## config.mk

```make
export PLATFORM = sky130hd
export DESIGN_NAME = tlc_phase_scheduler
export DESIGN_NICKNAME = d
export VERILOG_FILES = /design/src/rtl/tlc_pkg.sv /design/src/rtl/tlc_rr_pick.sv /design/src/rtl/tlc_phase_scheduler.sv
export SDC_FILE = /design/constraint.sdc
export NUM_CORES = 1
export LEC_CHECK = 0
export ABC_AREA = 1
export BUFFER_PORTS_ARGS = -buffer_cell sky130_fd_sc_hd__buf_2
export CAP_MARGIN = 20
export CELL_PAD_IN_SITES_DETAIL_PLACEMENT = 0
export CELL_PAD_IN_SITES_GLOBAL_PLACEMENT = 1
export CORE_MARGIN = 10
export CORE_UTILIZATION = 40
export DETAILED_ROUTE_END_ITERATION = 6
export GPL_TIMING_DRIVEN = 1
export PLACE_DENSITY = 0.83
export SKIP_LAST_GASP = 1
export SLEW_MARGIN = 5
export SYNTH_ARGS = -nofsm -noshare
export SYNTH_HDL_FRONTEND = slang
export SYNTH_HIERARCHICAL = 1
export SYNTH_SLANG_ARGS = --single-unit
```

## constraint.sdc

```tcl
create_clock -name clk -period 3.17 [get_ports clk]
set_input_delay 0.634 -clock clk [delete_from_list [all_inputs] [get_ports clk]]
set_output_delay 0.634 -clock clk [all_outputs]
set_load 0.05 [all_outputs]
```

## src/rtl/tlc_pkg.sv

```systemverilog
// Shared types, codes and lamp helpers for the junction phase scheduler.
package tlc_pkg;

    localparam int unsigned TIMER_W = 8;
    localparam int unsigned PHASE_W = 2;
    localparam int unsigned NUM_PH  = 3;

    typedef enum logic [1:0] {
        GREEN  = 2'd0,
        YELLOW = 2'd1,
        ALLRED = 2'd2
    } state_e;

    localparam logic [1:0] LAMP_RED    = 2'b00;
    localparam logic [1:0] LAMP_YELLOW = 2'b01;
    localparam logic [1:0] LAMP_GREEN  = 2'b10;

    localparam logic [PHASE_W-1:0] PH_A = 2'd0;
    localparam logic [PHASE_W-1:0] PH_B = 2'd1;
    localparam logic [PHASE_W-1:0] PH_C = 2'd2;

    // One-hot mask for a phase id; an out-of-range id maps to no phase.
    function automatic logic [NUM_PH-1:0] ph_mask(logic [PHASE_W-1:0] ph);
        ph_mask = 3'b000;
        case (ph)
            PH_A:    ph_mask = 3'b001;
            PH_B:    ph_mask = 3'b010;
            PH_C:    ph_mask = 3'b100;
            default: ph_mask = 3'b000;
        endcase
    endfunction

    // Cyclic successor A->B->C->A.
    function automatic logic [PHASE_W-1:0] phase_inc(logic [PHASE_W-1:0] ph);
        phase_inc = PH_A;
        case (ph)
            PH_A:    phase_inc = PH_B;
            PH_B:    phase_inc = PH_C;
            default: phase_inc = PH_A;
        endcase
    endfunction

    // Packed lamp vector {c, b, a}: only the owning phase may show non-red.
    function automatic logic [3*2-1:0] lamp_vec(state_e st, logic [PHASE_W-1:0] cur);
        logic [1:0] code;
        code = LAMP_RED;
        if (st == GREEN) begin
            code = LAMP_GREEN;
        end else if (st == YELLOW) begin
            code = LAMP_YELLOW;
        end
        lamp_vec = 6'b000000;
        case (cur)
            PH_A:    lamp_vec[1:0] = code;
            PH_B:    lamp_vec[3:2] = code;
            PH_C:    lamp_vec[5:4] = code;
            default: lamp_vec      = 6'b000000;
        endcase
    endfunction

endpackage

```

## src/rtl/tlc_rr_pick.sv

```systemverilog
// Combinational cyclic priority picker for the next green phase.
module tlc_rr_pick
    import tlc_pkg::*;
(
    input  logic [2:0] pending_i,
    input  logic [1:0] cur_phase_i,
    input  logic       force_i,
    input  logic [1:0] target_i,
    output logic [1:0] next_phase_c
);

    logic [1:0] cand1;
    logic [1:0] cand2;
    logic [1:0] cand3;

    // Scan cur+1, cur+2, then cur itself; fall back to the rest phase A.
    always_comb begin
        cand1 = phase_inc(cur_phase_i);
        cand2 = phase_inc(cand1);
        cand3 = phase_inc(cand2);
        next_phase_c = PH_A;
        if (force_i) begin
            next_phase_c = target_i;
        end else if ((pending_i & ph_mask(cand1)) != 3'b000) begin
            next_phase_c = cand1;
        end else if ((pending_i & ph_mask(cand2)) != 3'b000) begin
            next_phase_c = cand2;
        end else if ((pending_i & ph_mask(cand3)) != 3'b000) begin
            next_phase_c = cand3;
        end
    end

endmodule

```

## src/rtl/tlc_phase_scheduler.sv

```systemverilog
// Tick-driven green/yellow/all-red phase scheduler with demand latching and preemption.
module tlc_phase_scheduler
    import tlc_pkg::*;
#(
    parameter int unsigned G_MAIN_OFF  = 20,
    parameter int unsigned G_MAIN_PEAK = 40,
    parameter int unsigned G_SIDE      = 10,
    parameter int unsigned YELLOW_T    = 3,
    parameter int unsigned ALLRED_T    = 2
) (
    input  logic       clk,
    input  logic       reset,
    input  logic       tick,
    input  logic       peak,
    input  logic [2:0] req,
    input  logic       preempt,
    input  logic [1:0] preempt_phase,
    output logic [1:0] lamp_a,
    output logic [1:0] lamp_b,
    output logic [1:0] lamp_c,
    output logic [1:0] cur_phase,
    output logic [1:0] state_o,
    output logic       phase_start
);

    state_e             state_q;
    logic [1:0]         cur_phase_q;
    logic [TIMER_W-1:0] timer_q;
    logic [2:0]         pending_q;
    logic [5:0]         lamps_q;
    logic               phase_start_q;

    logic               preempt_act;
    logic [2:0]         req_eff;
    logic [2:0]         pending_d;
    logic [TIMER_W-1:0] timer_dec;
    logic [TIMER_W-1:0] green_load;
    logic               green_exit;
    logic [1:0]         next_phase;

    tlc_rr_pick u_pick (
        .pending_i    (pending_d),
        .cur_phase_i  (cur_phase_q),
        .force_i      (preempt_act),
        .target_i     (preempt_phase),
        .next_phase_c (next_phase)
    );

    // Shared next-value terms: demand latch, saturating timer, green length, exit test.
    always_comb begin
        preempt_act = preempt && (preempt_phase != 2'd3);
        req_eff     = req & ~((state_q == GREEN) ? ph_mask(cur_phase_q) : 3'b000);
        pending_d   = pending_q | req_eff;
        timer_dec   = (tick && (timer_q != '0)) ? TIMER_W'(timer_q - 8'd1) : timer_q;
        if (next_phase == PH_A) begin
            green_load = peak ? TIMER_W'(G_MAIN_PEAK) : TIMER_W'(G_MAIN_OFF);
        end else begin
            green_load = TIMER_W'(G_SIDE);
        end
        green_exit = (timer_q == '0) && ((cur_phase_q != PH_A) || (pending_q[2:1] != 2'b00));
    end

    // Phase FSM with timer, demand latches and registered lamp outputs.
    always_ff @(posedge clk or negedge reset) begin
        if (!reset) begin
            state_q       <= ALLRED;
            cur_phase_q   <= PH_A;
            timer_q       <= TIMER_W'(ALLRED_T);
            pending_q     <= 3'b000;
            lamps_q       <= 6'b000000;
            phase_start_q <= 1'b0;
        end else begin
            pending_q     <= pending_d;
            timer_q       <= timer_dec;
            phase_start_q <= 1'b0;
            case (state_q)
                GREEN: begin
                    if (preempt_act && (preempt_phase == cur_phase_q)) begin
                        timer_q <= timer_q;
                    end else if (preempt_act || green_exit) begin
                        state_q <= YELLOW;
                        timer_q <= TIMER_W'(YELLOW_T);
                        lamps_q <= lamp_vec(YELLOW, cur_phase_q);
                    end
                end
                YELLOW: begin
                    if (timer_q == '0) begin
                        state_q <= ALLRED;
                        timer_q <= TIMER_W'(ALLRED_T);
                        lamps_q <= 6'b000000;
                    end
                end
                ALLRED: begin
                    if (timer_q == '0) begin
                        state_q       <= GREEN;
                        cur_phase_q   <= next_phase;
                        timer_q       <= green_load;
                        pending_q     <= pending_d & ~ph_mask(next_phase);
                        lamps_q       <= lamp_vec(GREEN, next_phase);
                        phase_start_q <= 1'b1;
                    end
                end
                default: begin
                    state_q <= ALLRED;
                    timer_q <= TIMER_W'(ALLRED_T);
                    lamps_q <= 6'b000000;
                end
            endcase
        end
    end

    assign lamp_a      = lamps_q[1:0];
    assign lamp_b      = lamps_q[3:2];
    assign lamp_c      = lamps_q[5:4];
    assign cur_phase   = cur_phase_q;
    assign state_o     = state_q;
    assign phase_start = phase_start_q;

endmodule

```

==> flow_summary.toml, run 1 <==
[place]
gp_congestion = 0.887
dp_hpwl_um = 2880
port_buffers = 20
placed_cells = 292

[pwr]
power_uw = 1820
powerDensity_nw_per_um2 = 1040
ir_drop_mv = 0.571
leakagePower_uw = 0.000977

[outcome]
status = "completed"

[global_routing]
overflow = 0
antenna_found_initial = 0
grt_pass1_wl_um = 6660
grtUsageTotal_pct = 12.1
grt_pass1_vias = 1460
grt_max_degree = 23

[finish]
fillers = 387
drive_above_1_share_pct = 19.0
instances_no_fill = 296
diodes = 0
nNetsFinal = 260
area_growth_pct = 14.1

[logic_synthesis]
syn_avg_cell_area_um2 = 6.75
synth_fp_nets = 237
synth_top_cell_by_area = "dfrtp_1"
synth_cells = 226
yosysWarnings = 6
ys_seq_elements = 22
synth_top_area_share_pct = 32.8
synth-seq-area-share_pct = 36.2
ys_types = 28
ys_top_cells_by_area = "dfrtp_1 33%, nand2_1 16%, inv_1 8.6%"
synth_area_um2 = 1530

[setup_path]
worstSetupEndpoint = "timer_q[2]$_DFFE_PN0N_"
cp_data_required_time_ns = 3.33
critPathMaxStageDelay_ns = 0.47
critPathKind = "reg -> reg"
end_kind = "register"
rr_worst_depth = 15
rr_startpoint = "state_o[0]$_DFFE_PN0P_"
crit_arrival_ns = 2.92
worst-path-buf-inv = 2
worstSetupStartpoint = "state_o[0]$_DFFE_PN0P_"
timing.rr.end = "timer_q[2]$_DFFE_PN0N_"
worst-path-stages = 15
start_kind = "register"
rrSetupSlack_ns = 0.41
slowest_stage = "dfrtp_1"
critPathTopFamily = "simple AND/OR/NAND/NOR gates"
critPathMaxFanout = 6
path_cells = "inv_2, nand2_1, nor3_1, o21ai_0, nor3b_1, nor2_1, nand2_1, a21oi_2, nor2_1, inv_1, nor2_1, nor2_1, o211ai_1, nand2_1, nand2_1"

[route]
wl_met3_um = 136
vias_per_cell = 4.89
num_vias = 1448
dr.pass1.iters = 4
route.met2.wl_um = 1790
ant_nets = 0
wl_per_cell_um = 12.5
drt-met1-wl_um = 1710
dr.max_layer_used = "met4"
drtIter0Drc = 81
wirelength_um = 3700
drc = 0

[sta]
setup_violations = 0
finalClockSkew_ns = 0.00291
period_share_pct = 87.0
tightestPinTransition_ns = 0.576
hold_viol = 0
rsz0062_at_grt = "no"
tns_ns = 0
slew_viol_final = 0
max_freq_mhz = 363
slew_headroom_pct = 61.5
timing.final.crit_period_ns = 2.76

[die]
die_x_um = 81.8
core_um2 = 3690
ios = 21
start_util_pct = 41.4
dieArea_um2 = 6690
fp.dieH_um = 81.8
fp-row-count = 22

[clock_tree]
clkTransAtPathRegs_ns = 0.08
clk_path_buf_depth = 2
cts_resized = 0
cts-root-buf = "clkbuf_8"
ctsHtreeMaxLevel = 1
insertion_delay_ns = 0.26
cts_made_buffers = 3
hold_buffers = 0
postCtsSetupBuffers = 0
cts.sinks = 22
cts_tree = "done"

[run]
maxCapViolCount = 0

[min_path]
hold_class = "in -> async"
==> cell families (layout without fill, tap and decap cells) <==
logic type,after synthesis,after routing,share of synthesized area (%)
xor+xnor,5,5,2.87
fa+ha+maj,1,1,0.820
flops,22,22,36.2
compound gates,25,25,10.3
buf+inv,40,62,10.4
simple gates,133,133,39.3
==> layout by cell type (no fill, tap or decap), types with 2 or more instances in the layout <==
cell type / n
nor2_1: 21
nor3_1: 5
dfstp_2: 2
o21ai_2: 2
clkbuf_8: 3
xor2_1: 4
a21oi_2: 3
o21ai_1: 3
nand2_1: 66
nor3b_1: 2
inv_1: 35
nand3_2: 2
inv_2: 3
nand4_1: 5
nand2_2: 6
a21oi_1: 2
o211ai_1: 2
o21ai_0: 11
nor2_2: 2
nand3_1: 22
dfrtp_1: 20
buf_2: 20
==> stage by stage <==
stage	util, %	area (um2)	setup WS (ns)	hold slack, ns
after floorplan	-	1530	0.621	0.338
after global placement	45.3	1670	0.481	0.455
after CTS	47.2	1740	0.427	0.348
final	47.2	1740	0.412	0.328
after detailed placement	45.3	1670	0.472	0.455
after global routing	47.2	1740	0.0681	0.354
==> layout make-up <==
type                       count  area (um2)  area share (%)
tap                           48        60.1            3.45
inverter                      38         143            8.19
clock buffer                   3        41.3            2.37
sequential                    22         553            31.8
multi-input combinational    164         815            46.8
clock inverter                 1        30.0            1.72
timing repair buffer          20         100            5.75
==> power by group <==
group          total (uW)  switching, uW  internal (uW)
registers             506            114            392
clock network         265           95.9            169
logic                1050            748            298
total                1820            958            858
==> cells in the mapped netlist (all sizes together) <==
cell type,instances
nand2,73
inv,38
nand3,24
nor2,24
dfrtp,20
o21ai,16
a21oi,5
nand4,5
nor3,5
xor2,4
buf,2
dfstp,2
nor3b,2
o211ai,2
a21boi,1
ha,1
o21bai,1
xnor2,1
==> registers in the layout, indices dropped and copies added, names as in the netlist <==
name         count
phase_start      1
timer_q          8
lamps_q          6
pending_q        3
state_o          2
cur_phase        2
==> worst min-delay path by stage <==
stage | cells past startpoint | startpoint | end
finish | 1 | reset | timer_q[0]$_DFFE_PN0N_
global route | 1 | reset | timer_q[0]$_DFFE_PN0N_
CTS | 1 | reset | timer_q[3]$_DFFE_PN0N_
detailed placement | 2 | lamps_q[0]$_DFFE_PN0P_ | lamps_q[0]$_DFFE_PN0P_
global placement | 2 | lamps_q[3]$_DFFE_PN0P_ | lamps_q[3]$_DFFE_PN0P_
floorplan | 0 | reset | cur_phase[0]$_DFFE_PN0P_
==> per-layer routing <==
layer / up-vias / global-route usage (%)
met2: 27 / 21.1
met3: 10 / 2.73
li1: 759 / -
met4: 0 / 2.89
met5: - / 0
met1: 652 / 14.8
No activity file was read; power rests on OpenSTA's default activity.
==> inputs of run 2 (changes only) <==
--- a/config.mk
+++ b/config.mk
@@ -11,10 +11,11 @@
 export CELL_PAD_IN_SITES_DETAIL_PLACEMENT = 0
 export CELL_PAD_IN_SITES_GLOBAL_PLACEMENT = 1
 export CORE_MARGIN = 10
-export CORE_UTILIZATION = 40
+export CORE_UTILIZATION = 28
 export DETAILED_ROUTE_END_ITERATION = 6
 export GPL_TIMING_DRIVEN = 1
-export PLACE_DENSITY = 0.83
+export MAX_ROUTING_LAYER = met4
+export PLACE_DENSITY = 0.63
 export SKIP_LAST_GASP = 1
 export SLEW_MARGIN = 5
 export SYNTH_ARGS = -nofsm -noshare
==> flow_summary.toml, run 2 (same netlist as run 1, synthesis figures left out) <==
[clock_tree]
cts_tree = "done"
cts_made_buffers = 3
clk_path_buf_depth = 2
hold_buffers = 0
cts.sinks = 22
insertion_delay_ns = 0.27
cts_resized = 0
clkTransAtPathRegs_ns = 0.09
ctsHtreeMaxLevel = 1
cts-root-buf = "clkbuf_8"
postCtsSetupBuffers = 0

[sta]
timing.final.crit_period_ns = 2.76
finalClockSkew_ns = 0.00468
rsz0062_at_grt = "no"
tightestPinTransition_ns = 0.605
max_freq_mhz = 362
period_share_pct = 87.2
hold_viol = 0
tns_ns = 0
slew_headroom_pct = 59.6
slew_viol_final = 0
setup_violations = 0

[route]
num_vias = 1424
wl_per_cell_um = 12.7
dr.pass1.iters = 4
drc = 0
ant_nets = 0
vias_per_cell = 4.48
drtIter0Drc = 77
wirelength_um = 4050

[die]
core_um2 = 5200
dieArea_um2 = 8810
fp.dieH_um = 93.8
die_x_um = 93.8
fp-row-count = 26
start_util_pct = 29.3
ios = 21

[finish]
fin_util_pct = 34.0
drive_above_1_share_pct = 19.0
final_cell_mix = "66 x nand2_1, 35 x inv_1, 22 x nand3_1, 21 x nor2_1"
top_regs = "timer_q x8, lamps_q x6, pending_q x3"
largest_reg_flops = 8
diodes = 0
nNetsFinal = 260
layout_commonest_cell = "nand2_1"
instances_no_fill = 318
design_area_um2 = 1770
largest-register = "timer_q"
area_growth_pct = 15.9

[pwr]
leakagePower_uw = 0.000977
power_uw = 1830
powerDensity_nw_per_um2 = 1030
ir_drop_mv = 0.454

[setup_path]
critPathKind = "reg -> reg"
cp_data_required_time_ns = 3.38
end_kind = "register"
start_kind = "register"
crit_arrival_ns = 2.97
critPathMaxFanout = 6

[place]
placed_cells = 314
placed_cell_area_um2 = 1700
gp_congestion = 0.828
port_buffers = 20
dp_hpwl_um = 3160

[global_routing]
antenna_found_initial = 0
overflow = 0
grt_pass1_vias = 1500
grtUsageTotal_pct = 9.98
grt_max_degree = 23
grt_pass1_wl_um = 6990

[outcome]
status = "completed"

[run]
maxCapViolCount = 0

[min_path]
hold_class = "in -> async"
==> run 2: cell counts in the layout (fill, tap and decap cells not counted) <==
No cell type changed its count.
==> run 2: power by group <==
part | internal, uW | total [uW] | switching, uW | leakage [uW]
sequential | 392 | 508 | 116 | 0.000269
clock | 169 | 269 | 101 | 0.0000357
combinational | 297 | 1050 | 757 | 0.000672
total | 857 | 1830 | 973 | 0.000977
==> run 2: final cells by class <==
class,count,area [um2]
Clock buffer,3,41.3
Clock inverter,1,30.0
Fill cell,600,3440
Inverter,38,143
Multi-Input combinational cell,164,815
Sequential cell,22,553
Tap cell,70,87.6
Timing Repair Buffer,20,100
==> run 2: critical path, cell delays in order, from the launching register on <==
cell,delay (ns)
dfstp_2,0.59
inv_1,0.07
nand2_1,0.18
nor3_1,0.10
o21ai_0,0.39
nor3b_1,0.33
nor2_1,0.11
nand2_1,0.09
a21oi_2,0.07
nor2_1,0.19
inv_1,0.10
nor2_1,0.10
nor2_1,0.09
o211ai_1,0.18
nand2_1,0.07
nand2_1,0.05
==> run 2: worst paths after layout <==
path	from	end	slack [ns]	cells past startpoint
hold / removal	reset	pending_q[2]$_DFF_PN0_	0.34	1
hold reg to reg	lamps_q[5]$_DFFE_PN0P_	lamps_q[5]$_DFFE_PN0P_	0.47	2
setup / recovery	state_o[1]$_DFFE_PN1P_	timer_q[2]$_DFFE_PN0N_	0.41	15
max in group asynchronous	reset	timer_q[6]$_DFFE_PN0N_	2.45	1
min in group clk	lamps_q[5]$_DFFE_PN0P_	lamps_q[5]$_DFFE_PN0P_	0.47	2
setup reg to reg	state_o[1]$_DFFE_PN1P_	timer_q[2]$_DFFE_PN0N_	0.41	15
==> run 2: layer usage <==
| layer | wire [um] | GRT usage [%] | up-vias |
|---|---|---|---|
| met5 | 0 | - | - |
| li1 | - | - | 754 |
| met3 | 144 | 2.64 | 0 |
| met4 | 0 | 1.77 | 0 |
| met2 | 1830 | 16.2 | 24 |
| met1 | 2070 | 12.3 | 646 |
==> run 2: per-stage QoR <==
step | hold WS, ns | setup slack [ns]
6_report | 0.343 | 0.405
5_1_grt | 0.377 | 0.0615
4_1_cts | 0.355 | 0.380
3_5_place_dp | 0.456 | 0.435
3_3_place_gp | 0.460 | 0.483
2_1_floorplan | 0.338 | 0.621
